`config.mk`:
```
export PLATFORM = sky130hd
export DESIGN_NAME = run_monitor
export DESIGN_NICKNAME = d
export VERILOG_FILES = /design/src/rtl/run_monitor.sv
export SDC_FILE = /design/constraint.sdc
export NUM_CORES = 1
export LEC_CHECK = 0
export CORE_UTILIZATION = 65
export DETAILED_ROUTE_END_ITERATION = 10
export DONT_BUFFER_PORTS = 1
export GPL_TIMING_DRIVEN = 1
export PLACE_DENSITY = 0.85
export SYNTH_ARGS = -nofsm -noshare
export SYNTH_HDL_FRONTEND = slang
export SYNTH_SLANG_ARGS = --single-unit
```
`constraint.sdc`:
```
create_clock -name clk -period 4.6 [get_ports clk]
set_input_delay 0.92 -clock clk [delete_from_list [all_inputs] [get_ports clk]]
set_output_delay 0.92 -clock clk [all_outputs]
set_load 0.005 [all_outputs]
```
`src/rtl/run_monitor.sv`:
```
// run_monitor: run controller for the cortex_m0 top level.
// Sequences the core reset, counts RUN cycles, and ends the run on a core
// halt request or (optionally) a watchdog timeout.
// Optional feature macro: RUN_MONITOR_TIMEOUT_EN compiles in the watchdog
// and the TIMED_OUT state; without it, timeout is tied low.
module run_monitor #(
  parameter int CNT_W          = 32,
  parameter int RST_CYCLES     = 4,
  parameter int TIMEOUT_CYCLES = 1000000,
  parameter int CODE_W         = 8
) (
  input  logic              clk,
  input  logic              rst,
  input  logic              start,
  input  logic              halt_req,
  input  logic [CODE_W-1:0] exit_code_in,
  output logic              core_rst,
  output logic              running,
  output logic              done,
  output logic              timeout,
  output logic [CNT_W-1:0]  cycle_count,
  output logic [CODE_W-1:0] exit_code
);

  localparam int RC_W = (RST_CYCLES > 1) ? $clog2(RST_CYCLES) : 1;
  localparam logic [RC_W-1:0] RC_LOAD = RC_W'(RST_CYCLES - 1);

  // Catch out-of-range parameters at elaboration rather than at run time
  if (CNT_W < 8 || RST_CYCLES < 1 || TIMEOUT_CYCLES < 1) begin : g_bad_param
    $error("run_monitor: parameter out of range");
  end

  typedef enum logic [2:0] {
    IDLE,
    RESET,
    RUN,
`ifdef RUN_MONITOR_TIMEOUT_EN
    TIMED_OUT,
`endif
    HALTED
  } state_t;

  state_t            state, state_nxt;
  logic [RC_W-1:0]   rcnt, rcnt_nxt;
  logic [CNT_W-1:0]  cnt_nxt, cnt_inc;
  logic              done_nxt;
  logic [CODE_W-1:0] code_nxt;
  logic              core_rst_nxt, running_nxt;
  logic              can_start;
  logic              wd_hit;

`ifdef RUN_MONITOR_TIMEOUT_EN
  localparam logic [CNT_W-1:0] TO_LAST = CNT_W'(TIMEOUT_CYCLES - 1);
  logic timeout_nxt;
  assign wd_hit    = (cycle_count == TO_LAST);
  assign can_start = (state == IDLE) || (state == HALTED) || (state == TIMED_OUT);
`else
  assign wd_hit    = 1'b0;
  assign can_start = (state == IDLE) || (state == HALTED);
`endif

  // Saturating increment so a long run pins at all-ones instead of wrapping
  assign cnt_inc = (cycle_count == {CNT_W{1'b1}}) ? cycle_count : cycle_count + 1'b1;

  // State and registered outputs; rst forces the idle/reset values
  always_ff @(posedge clk) begin
    if (rst) begin
      state       <= IDLE;
      rcnt        <= '0;
      cycle_count <= '0;
      done        <= 1'b0;
      exit_code   <= '0;
      core_rst    <= 1'b1;
      running     <= 1'b0;
`ifdef RUN_MONITOR_TIMEOUT_EN
      timeout     <= 1'b0;
`endif
    end else begin
      state       <= state_nxt;
      rcnt        <= rcnt_nxt;
      cycle_count <= cnt_nxt;
      done        <= done_nxt;
      exit_code   <= code_nxt;
      core_rst    <= core_rst_nxt;
      running     <= running_nxt;
`ifdef RUN_MONITOR_TIMEOUT_EN
      timeout     <= timeout_nxt;
`endif
    end
  end

`ifndef RUN_MONITOR_TIMEOUT_EN
  assign timeout = 1'b0;
`endif

  // Next state plus the counter, flag and exit-code updates that go with it
  always_comb begin
    state_nxt = state;
    rcnt_nxt  = rcnt;
    cnt_nxt   = cycle_count;
    done_nxt  = done;
    code_nxt  = exit_code;
`ifdef RUN_MONITOR_TIMEOUT_EN
    timeout_nxt = timeout;
`endif
    if (can_start) begin
      if (start) begin
        state_nxt = RESET;
        rcnt_nxt  = RC_LOAD;
        cnt_nxt   = '0;
        done_nxt  = 1'b0;
        code_nxt  = '0;
`ifdef RUN_MONITOR_TIMEOUT_EN
        timeout_nxt = 1'b0;
`endif
      end
    end else begin
      case (state)
        RESET: begin
          if (rcnt == '0) begin
            state_nxt = RUN;
          end else begin
            rcnt_nxt = rcnt - 1'b1;
          end
        end
        RUN: begin
          cnt_nxt = cnt_inc;
          if (halt_req) begin
            state_nxt = HALTED;
            done_nxt  = 1'b1;
            code_nxt  = exit_code_in;
          end else if (wd_hit) begin
`ifdef RUN_MONITOR_TIMEOUT_EN
            state_nxt   = TIMED_OUT;
            timeout_nxt = 1'b1;
`endif
          end
        end
        default: state_nxt = IDLE;
      endcase
    end
  end

  // Core reset and running are decoded from the next state so they register cleanly
  always_comb begin
    core_rst_nxt = (state_nxt != RUN);
    running_nxt  = (state_nxt == RUN);
  end

endmodule

```
Word level (Yosys, flattened, before mapping)
Cells that the tools add are included.
Storage, ports and cells
  register bits after elaboration: 48
  bits in latches: 0
  memory bits (writable): 0
  memory bits (read-only): 0
  input port bits: 12
  output and inout bits: 44
  logic and storage cells: 48
  memories: 0
Cells by class
  $add $sub $neg: 2
  $mul: 0
  divide/modulo/power cells: 0
  magnitude comparators: 0
  equality and inequality tests: 9
  shifts and indexed selects: 0
  multiplexer cells: 21
  bitwise logic cells: 0
  reduce and logical (&&, ||, !) cells: 9
Operators by type and width (number)
  $mux W32: 4
  $add A32 B1 Y32 const B: 1
  $eq A32 B32 Y1 const B: 1
  $mux W8: 4
  $mux W3: 4
  $eq A3 B2 Y1 const B: 3
  $reduce_and A3 Y1: 3
  $mux W2: 4
  $ne A2 B2 Y1 const B: 3
  $pmux W3 S2: 1
  $reduce_bool A2 Y1: 3
  $mux W1: 4
  $eq A3 B1 Y1 const B: 1
  $logic_not A3 Y1: 1
  $ne A3 B2 Y1 const B: 1
  $logic_not A2 Y1: 1
  $sub A2 B1 Y2 const B: 1
  $logic_or A1 B1 Y1: 1

Longest topological paths before layout
Gate-level depths: netlist of the first run.
  depth after elaboration: 5
  depth in mapped cells: 10
  mapped depth without buffers: 7

Worst setup path after synthesis of the first run
No wires, ideal clock.
  kind: input to register
  from: in rst
  to: reg cycle_count[17]
  setup time: 0.087 ns
  arrival: 1.915 ns
  setup slack: 2.598 ns
  stages on the path: 7
  buffers on the path: 3
  cells stage by stage: clkbuf_1 -> nand2b_1 -> buf_4 -> o22ai_1 -> buf_2 -> o21ai_1 -> o31ai_1
RTL lines
  start: declaration: line 13  | input logic rst,
  end signal: assignment: line 81  | cycle_count <= cnt_nxt;
  end: declaration: line 21  | output logic [CNT_W-1:0] cycle_count,

Final worst setup path of the first run
  from: reg state[1]
  to: reg cycle_count[8]
On the way
  longest elaborated chain between the ends: 4
Ends and longest elaborated chain
  start: declaration: line 43  | state_t state, state_nxt;
  start signal: assignment: line 79  | state <= state_nxt;
  $eq A3 B2 Y1 / $logic_not A3 Y1 (equally long branches): line 59  | assign can_start = (state == IDLE) || (state == HALTED);
  $logic_or A1 B1 Y1: line 59
  $ne A2 B2 Y1 (no source line) / $reduce_bool A2 Y1 (equally long branches)
  $reduce_and A3 Y1 (no source line)
Several ways; a longest one is shown, not always the timed one.
A chain may end at the register's enable or synchronous reset.

==> results by group, run 1 <==
Finish
  • Fillers: 272
  • Share of layout cells above drive strength 1: 0.06376
  • Footprint of the multi-input gates: 1348 µm²
  • Antenna diodes: 0
  • Final non-filler cell total: 344
  • Area growth, synth to finish: 3.319%
  • Fin nets: 311
  • Post-layout util: 0.7241
  • Seq. cell area: 960.9 µm²

Setup path
  • Slowest CP cell: o22ai_1
  • CP max FO: 18
  • Crit-path cells: nor2b_1 -> or3_1 -> nand2b_1 -> o22ai_1 -> buf_4 -> o21ai_1 -> o31ai_1
  • Crit path arrival time: 3.18 ns
  • Largest stage delay, worst path: 0.68 ns
  • Reg2reg setup slack: 1.63 ns
  • Critical path type: reg -> reg
  • Critical Path Source Type: flip-flop
  • Worst path required time: 4.81 ns
  • Crit path max-delay family: simple AND/OR/NAND/NOR gates
  • CP Capture Type: flip-flop
  • CP bufs+invs: 1

Timing
  • Final worst-path cycle share: 0.6452
  • Setup violations, final: 0
  • Final Max Tran Viols: 0
  • Slew margin rel.: 0.4282
  • Worst slew pin tran: 0.8512 ns
  • Final hold violations: 0
  • Clock skew: 0.01169 ns
  • Fin crit period: 2.968 ns
  • Setup TNS: 0 ns
  • RSZ-0062 raised after global routing: no
  • Highest Clock Rate: 0.3369 GHz
  • Minimum hold slack: 0.4660 ns

Die
  • Die W: 62.92 µm
  • I/O Pins: 56
  • FP Rows: 21
  • Die span in y: 62.92 µm
  • Die area: 3959 µm²
  • Initial core utilization: 0.7008
  • Core region area: 3442 µm²

Synth
  • Largest family of logic cells by synthesized area: simple AND/OR/NAND/NOR gates
  • Async S/R FF share, synth: 0
  • Ys Warns: 0
  • Synthesized flop and latch total: 48
  • Adder-Cell Fraction of Synth Area: 0.01037
  • Synth Instances: 304
  • EDFF count, synth: 0
  • Most numerous cell in the Yosys netlist: dfxtp_1
  • Most used DFF post-synth: dfxtp_1
  • Synth area leader: dfxtp_1
  • Multiplexer share of the synthesized area: 0.004149
  • Yosys top cell area share: 0.3983
  • Post-synthesis sequential area ratio: 0.3983
  • Synth Area in Simple Gates: 0.2915
  • Synthesized area per cell: 7.935 µm²
  • Post-synthesis cell area: 2412 µm²
  • Synth top cells by count: dfxtp_1 (48), a21oi_1 (24), nand2_1 (24), nand3_1 (24), o21ai_1 (24)
  • Top cells by area, synth: dfxtp_1 (40%), a21oi_1 (5.0%), nand3_1 (5.0%)
  • Post-synthesis compound-gate area fraction: 0.2495
  • Number of distinct library cells after synthesis: 47
  • Post-Synth XOR/XNOR Area: 0

Route
  • Final wirelength: 5.800 mm
  • Drt via density: 6.657
  • Top sig layer: met4
  • Drt initial violations: 234
  • DRC errors left: 0
  • WL/cell: 16.86 µm
  • DRT met1 WL: 2.591 mm
  • Final ANT Viol Nets: 0
  • Met3 routed WL: 474 µm
  • DR vias: 2290
  • Drt pass-1 iters: 5
  • Met2 wire len: 2.644 mm

CTS
  • Post-CTS Setup Inserts: 0
  • CTS tree: done
  • # H-tree levels: 2
  • Clock Tree Buf Depth: 2
  • CTS Hold Bufs: 0
  • CTS Buf Count: 5
  • CTS sink count: 48
  • Clock insertion delay at the later pin of the skew report: 0.32 ns
  • CTS resizes: 0
  • Root buffer cell: clkbuf_8
  • Clock slew seen by the registers of the worst setup and hold paths: 0.09 ns

Global routing
  • First-pass GRT wire length: 9.756 mm
  • Vias in the first global route: 2055
  • Initial antenna violation count: 0
  • GR Util All Layers: 0.3094
  • Largest net degree at the start of global routing: 27
  • Total gr overflow: 0

Placed design
  • HPWL after detailed placement: 3.969 mm
  • Port bufs: 0
  • Routability cong.: 0.9668
  • Placed Cells incl. Taps: 336

Pwr
  • Pwr/cell area: 297.0 nW/µm²
  • Maximum vdd drop: 0.2030 mV
  • Static Leak: 0.7772 nW
  • Total Power: 0.0007403 W

Job
  • Maxcap violations: 0

Run status
  • Outcome: completed

Worst hold path
  • Hold crit path type: reg -> reg
-- cells by family after synthesis --
family	count (synthesis)
buffers and inverters	23
AO/OA/AOI/OAI	99
flip-flops	48
multiplexers	1
AND/OR/NAND/NOR	130
other	1
adder cells (fa/ha/maj)	2
-- flip-flops by register name, indices dropped and copies added, names as in the netlist --
signal / flops
core_rst: 1
done: 1
rcnt: 2
cycle_count: 32
state: 3
exit_code: 8
running: 1
-- layer usage --
metal | track usage | up-vias
met5 | 0 | -
met4 | 0.1105 | 0
met3 | 0.07299 | 10
met2 | 0.4610 | 112
met1 | 0.4317 | 1042
li1 | - | 1126
-- through the flow --
step | area, µm² | setup WS (ns)
global placement | 2400 | 1.848
global route | 2492 | 1.328
CTS | 2492 | 1.725
floorplan | 2416 | 2.598
detailed placement | 2400 | 1.745
finish | 2492 | 1.632
-- cells in the final DEF, fill, tap and decap left out, types with 5 or more instances in the layout --
| cell | n |
|---|---|
| nand4_1 | 9 |
| o21ai_1 | 24 |
| nor3_1 | 11 |
| nand2_1 | 24 |
| o31ai_1 | 13 |
| nor2_1 | 19 |
| nand2b_1 | 5 |
| dfxtp_1 | 48 |
| clkbuf_8 | 5 |
| nor2b_1 | 5 |
| nand3_1 | 24 |
| a21oi_1 | 24 |
| and2_1 | 11 |
| inv_1 | 7 |
| a31oi_1 | 8 |
| o21ai_0 | 11 |
-- power by group --
group | leakage [nW] | internal (W) | switching (W)
clock network | 0.0404 | 0.000108 | 0.000150
logic | 0.348 | 0.0000179 | 0.0000343
registers | 0.388 | 0.000423 | 0.00000739
total | 0.777 | 0.000548 | 0.000192
-- worst paths after layout --
kind | end | start | cells after the start
min | rcnt[0]$_SDFFE_PP0P_ | rcnt[0]$_SDFFE_PP0P_ | 2
min reg2reg | rcnt[0]$_SDFFE_PP0P_ | rcnt[0]$_SDFFE_PP0P_ | 2
max reg2reg | cycle_count[8]$_SDFFE_PP0P_ | state[1]$_SDFF_PP0_ | 7
max | cycle_count[8]$_SDFFE_PP0P_ | state[1]$_SDFF_PP0_ | 7
-- worst reg2reg max path, delay by kind of cell (launching register included) --
family                 cells  cell delay (ns)
AO/OA/AOI/OAI              3             0.86
buffers and inverters      1             0.33
flip-flops                 1             0.53
AND/OR/NAND/NOR            3             1.17
-- area by class of cell --
| cell class | count | share of cell area |
|---|---|---|
| repair buffers | 1 | 0.003012 |
| well taps | 46 | 0.02309 |
| inverters | 7 | 0.01054 |
| clock inverters | 3 | 0.009538 |
| multi-input cells | 234 | 0.5407 |
| flip-flops and latches | 48 | 0.3855 |
| clock buffers | 5 | 0.02761 |
Note: power is estimated with default switching activity, not from simulation.
==> run 2: changes to the inputs <==
--- a/config.mk
+++ b/config.mk
@@ -5,11 +5,11 @@
 export SDC_FILE = /design/constraint.sdc
 export NUM_CORES = 1
 export LEC_CHECK = 0
-export CORE_UTILIZATION = 65
+export CORE_UTILIZATION = 62
 export DETAILED_ROUTE_END_ITERATION = 10
 export DONT_BUFFER_PORTS = 1
 export GPL_TIMING_DRIVEN = 1
-export PLACE_DENSITY = 0.85
+export PLACE_DENSITY = 0.82
 export SYNTH_ARGS = -nofsm -noshare
 export SYNTH_HDL_FRONTEND = slang
 export SYNTH_SLANG_ARGS = --single-unit
==> constraint.sdc (replaced) <==
create_clock -name clk -period 2.78 [get_ports clk]
set_input_delay 0.556 -clock clk [delete_from_list [all_inputs] [get_ports clk]]
set_output_delay 0.556 -clock clk [all_outputs]
set_load 0.005 [all_outputs]
==> run 2 against run 1 <==
- non-clock buffer count increased by 5
- global-route usage decreased by 1.9 points
- sequential share of layout area shrank 1.1 points
- die area increased by 4.7%
- first-iteration DRC count is 12% higher
- combinational power is 83% higher
- largest cell class unchanged
- maximum frequency is 26% higher
==> results by group, run 2 (same netlist as run 1, synthesis figures left out) <==
Die
  • Die area: 4144 µm² (+4.7%)
  • Die span in y: 64.38 µm (+2.3%)
  • Initial core utilization: 0.6540 (-0.04683)
  • FP Rows: 22 (+4.8%)
  • Core region area: 3689 µm² (+7.2%)
  • I/O Pins: 56 (unchanged)
  • Die W: 64.38 µm (+2.3%)

Finish
  • Area growth, synth to finish: 6.380%
  • Fillers: 312 (+15%)
  • Most frequent cells in the layout: dfxtp_1 (48), nand3_1 (24), nand2_1 (24), a21oi_1 (24), o21ai_1 (24)
  • Commonest non-fill, non-tap cell in the layout: dfxtp_1
  • Top reg by flops: cycle_count
  • Antenna diodes: 0 (unchanged)
  • Share of layout cells above drive strength 1: 0.07921 (+0.01545)
  • Max reg flops: 32 (unchanged)
  • Biggest regs: cycle_count: 32 flops, exit_code: 8 flops, state: 3 flops
  • Fin nets: 316 (+1.6%)
  • Final non-filler cell total: 351 (+2.0%)

Setup path
  • CP Capture Type: flip-flop
  • CP max FO: 10 (-8)
  • Worst path required time: 2.95 ns (-1.86 ns)
  • Critical Path Source Type: flip-flop
  • Crit path arrival time: 2.52 ns (-0.66 ns)
  • Critical path type: reg -> reg

CTS
  • Clock insertion delay at the later pin of the skew report: 0.30 ns (-0.02 ns)
  • # H-tree levels: 2 (unchanged)
  • CTS Buf Count: 5 (unchanged)
  • Clock slew seen by the registers of the worst setup and hold paths: 0.09 ns (about the same)
  • CTS resizes: 0 (unchanged)
  • CTS Hold Bufs: 0 (unchanged)
  • Root buffer cell: clkbuf_8
  • CTS tree: done
  • CTS sink count: 48 (unchanged)
  • Clock Tree Buf Depth: 2 (unchanged)
  • Post-CTS Setup Inserts: 0 (unchanged)

Job
  • Maxcap violations: 0 (unchanged)

Route
  • Drt initial violations: 261 (+12%)
  • Drt via density: 6.524 (-2.0%)
  • Final ANT Viol Nets: 0 (unchanged)
  • WL/cell: 16.76 µm (-0.59%)
  • DR vias: 2290 (unchanged)
  • Drt pass-1 iters: 5 (unchanged)
  • Final wirelength: 5.883 mm (+1.4%)
  • DRC errors left: 0 (unchanged)

Timing
  • Fin crit period: 2.351 ns (-0.6168 ns)
  • Setup violations, final: 0 (unchanged)
  • Slew margin rel.: 0.5754 (+0.1473)
  • Worst slew pin tran: 0.6357 ns (-0.2155 ns)
  • Highest Clock Rate: 0.4253 GHz (+26%)
  • RSZ-0062 raised after global routing: no
  • Clock skew: 0.007409 ns (-0.004286 ns)
  • Final Max Tran Viols: 0 (unchanged)
  • Final hold violations: 0 (unchanged)
  • Setup TNS: 0 ns (unchanged)
  • Final worst-path cycle share: 0.8458 (+0.2005)

Global routing
  • First-pass GRT wire length: 9.384 mm (-3.8%)
  • Vias in the first global route: 2004 (-2.5%)
  • Total gr overflow: 0 (unchanged)
  • Initial antenna violation count: 0 (unchanged)
  • GR Util All Layers: 0.2900 (-0.01934)
  • Largest net degree at the start of global routing: 27 (unchanged)

Pwr
  • Total Power: 0.001349 W (+82%)
  • Pwr/cell area: 525.5 nW/µm² (+77%)
  • Maximum vdd drop: 0.3223 mV (+59%)
  • Static Leak: 0.8246 nW (+6.1%)

Placed design
  • Routability cong.: 0.9070 (-6.2%)
  • Port bufs: 0 (unchanged)
  • Placed Cells incl. Taps: 343 (+2.1%)
  • HPWL after detailed placement: 4.137 mm (+4.2%)

Run status
  • Outcome: completed

Worst hold path
  • Hold crit path type: in -> reg
[run 2: changes by cell type in the layout (fill, tap and decap cells not counted)]
cell        change
clkinvlp_4      -2
clkinv_4        -1
clkbuf_8        +2
bufinv_16       +1
buf_4           +5
[run 2: cell type report]
cell class | instances | area (µm²) | share of cell area
tap | 48 | 60.06 | 0.02340
clock inverter | 1 | 30.03 | 0.01170
multi-input combinational | 234 | 1348 | 0.5251
clock buffer | 7 | 96.34 | 0.03754
sequential | 48 | 960.9 | 0.3745
inverter | 7 | 26.28 | 0.01024
timing repair buffer | 6 | 45.04 | 0.01755
[run 2: final timing paths]
path / startpoint / end / slack (ns) / cells after the start
min reg2reg: exit_code[5]$_SDFFE_PP0P_ / exit_code[5]$_SDFFE_PP0P_ / 0.47 / 2
min: rst / exit_code[1]$_SDFFE_PP0P_ / 0.32 / 1
max reg2reg: cycle_count[0]$_SDFFE_PP0P_ / cycle_count[17]$_SDFFE_PP0P_ / 0.43 / 7
max: cycle_count[0]$_SDFFE_PP0P_ / cycle_count[17]$_SDFFE_PP0P_ / 0.43 / 7
[run 2: routing by layer]
metal  part of all wire  GRT usage  wire, µm
met5                  0          0         0
met4              0.011    0.08611        63
met3              0.088    0.08571       520
met2               0.46     0.4395      2687
met1               0.44     0.3953      2612
[run 2: where the power goes]
group          switching (W)  internal [W]
Combinational      0.0000605     0.0000350
Clock               0.000225      0.000317
Sequential         0.0000118      0.000699
[run 2: critical path, cell delays in order, from the launching register on]
cell     delay, ns
dfxtp_1       0.43
ha_1          0.22
nand3_1       0.24
nor4_2        0.39
nand3_2       0.25
nand2_1       0.36
buf_4         0.24
o31ai_1       0.09
[run 2: metrics by stage]
stage          cell area (µm²)  setup slack (ns)  utilization  hold slack [ns]
4_1_cts                   2566            0.4137       0.6957           0.3146
5_1_grt                   2566            0.2093       0.6957           0.3071
6_report                  2566            0.4288       0.6957           0.3181
2_1_floorplan             2416            0.9111            -           0.4457
3_5_place_dp              2440            0.4587       0.6615           0.4572
3_3_place_gp              2440            0.5890       0.6615           0.4496
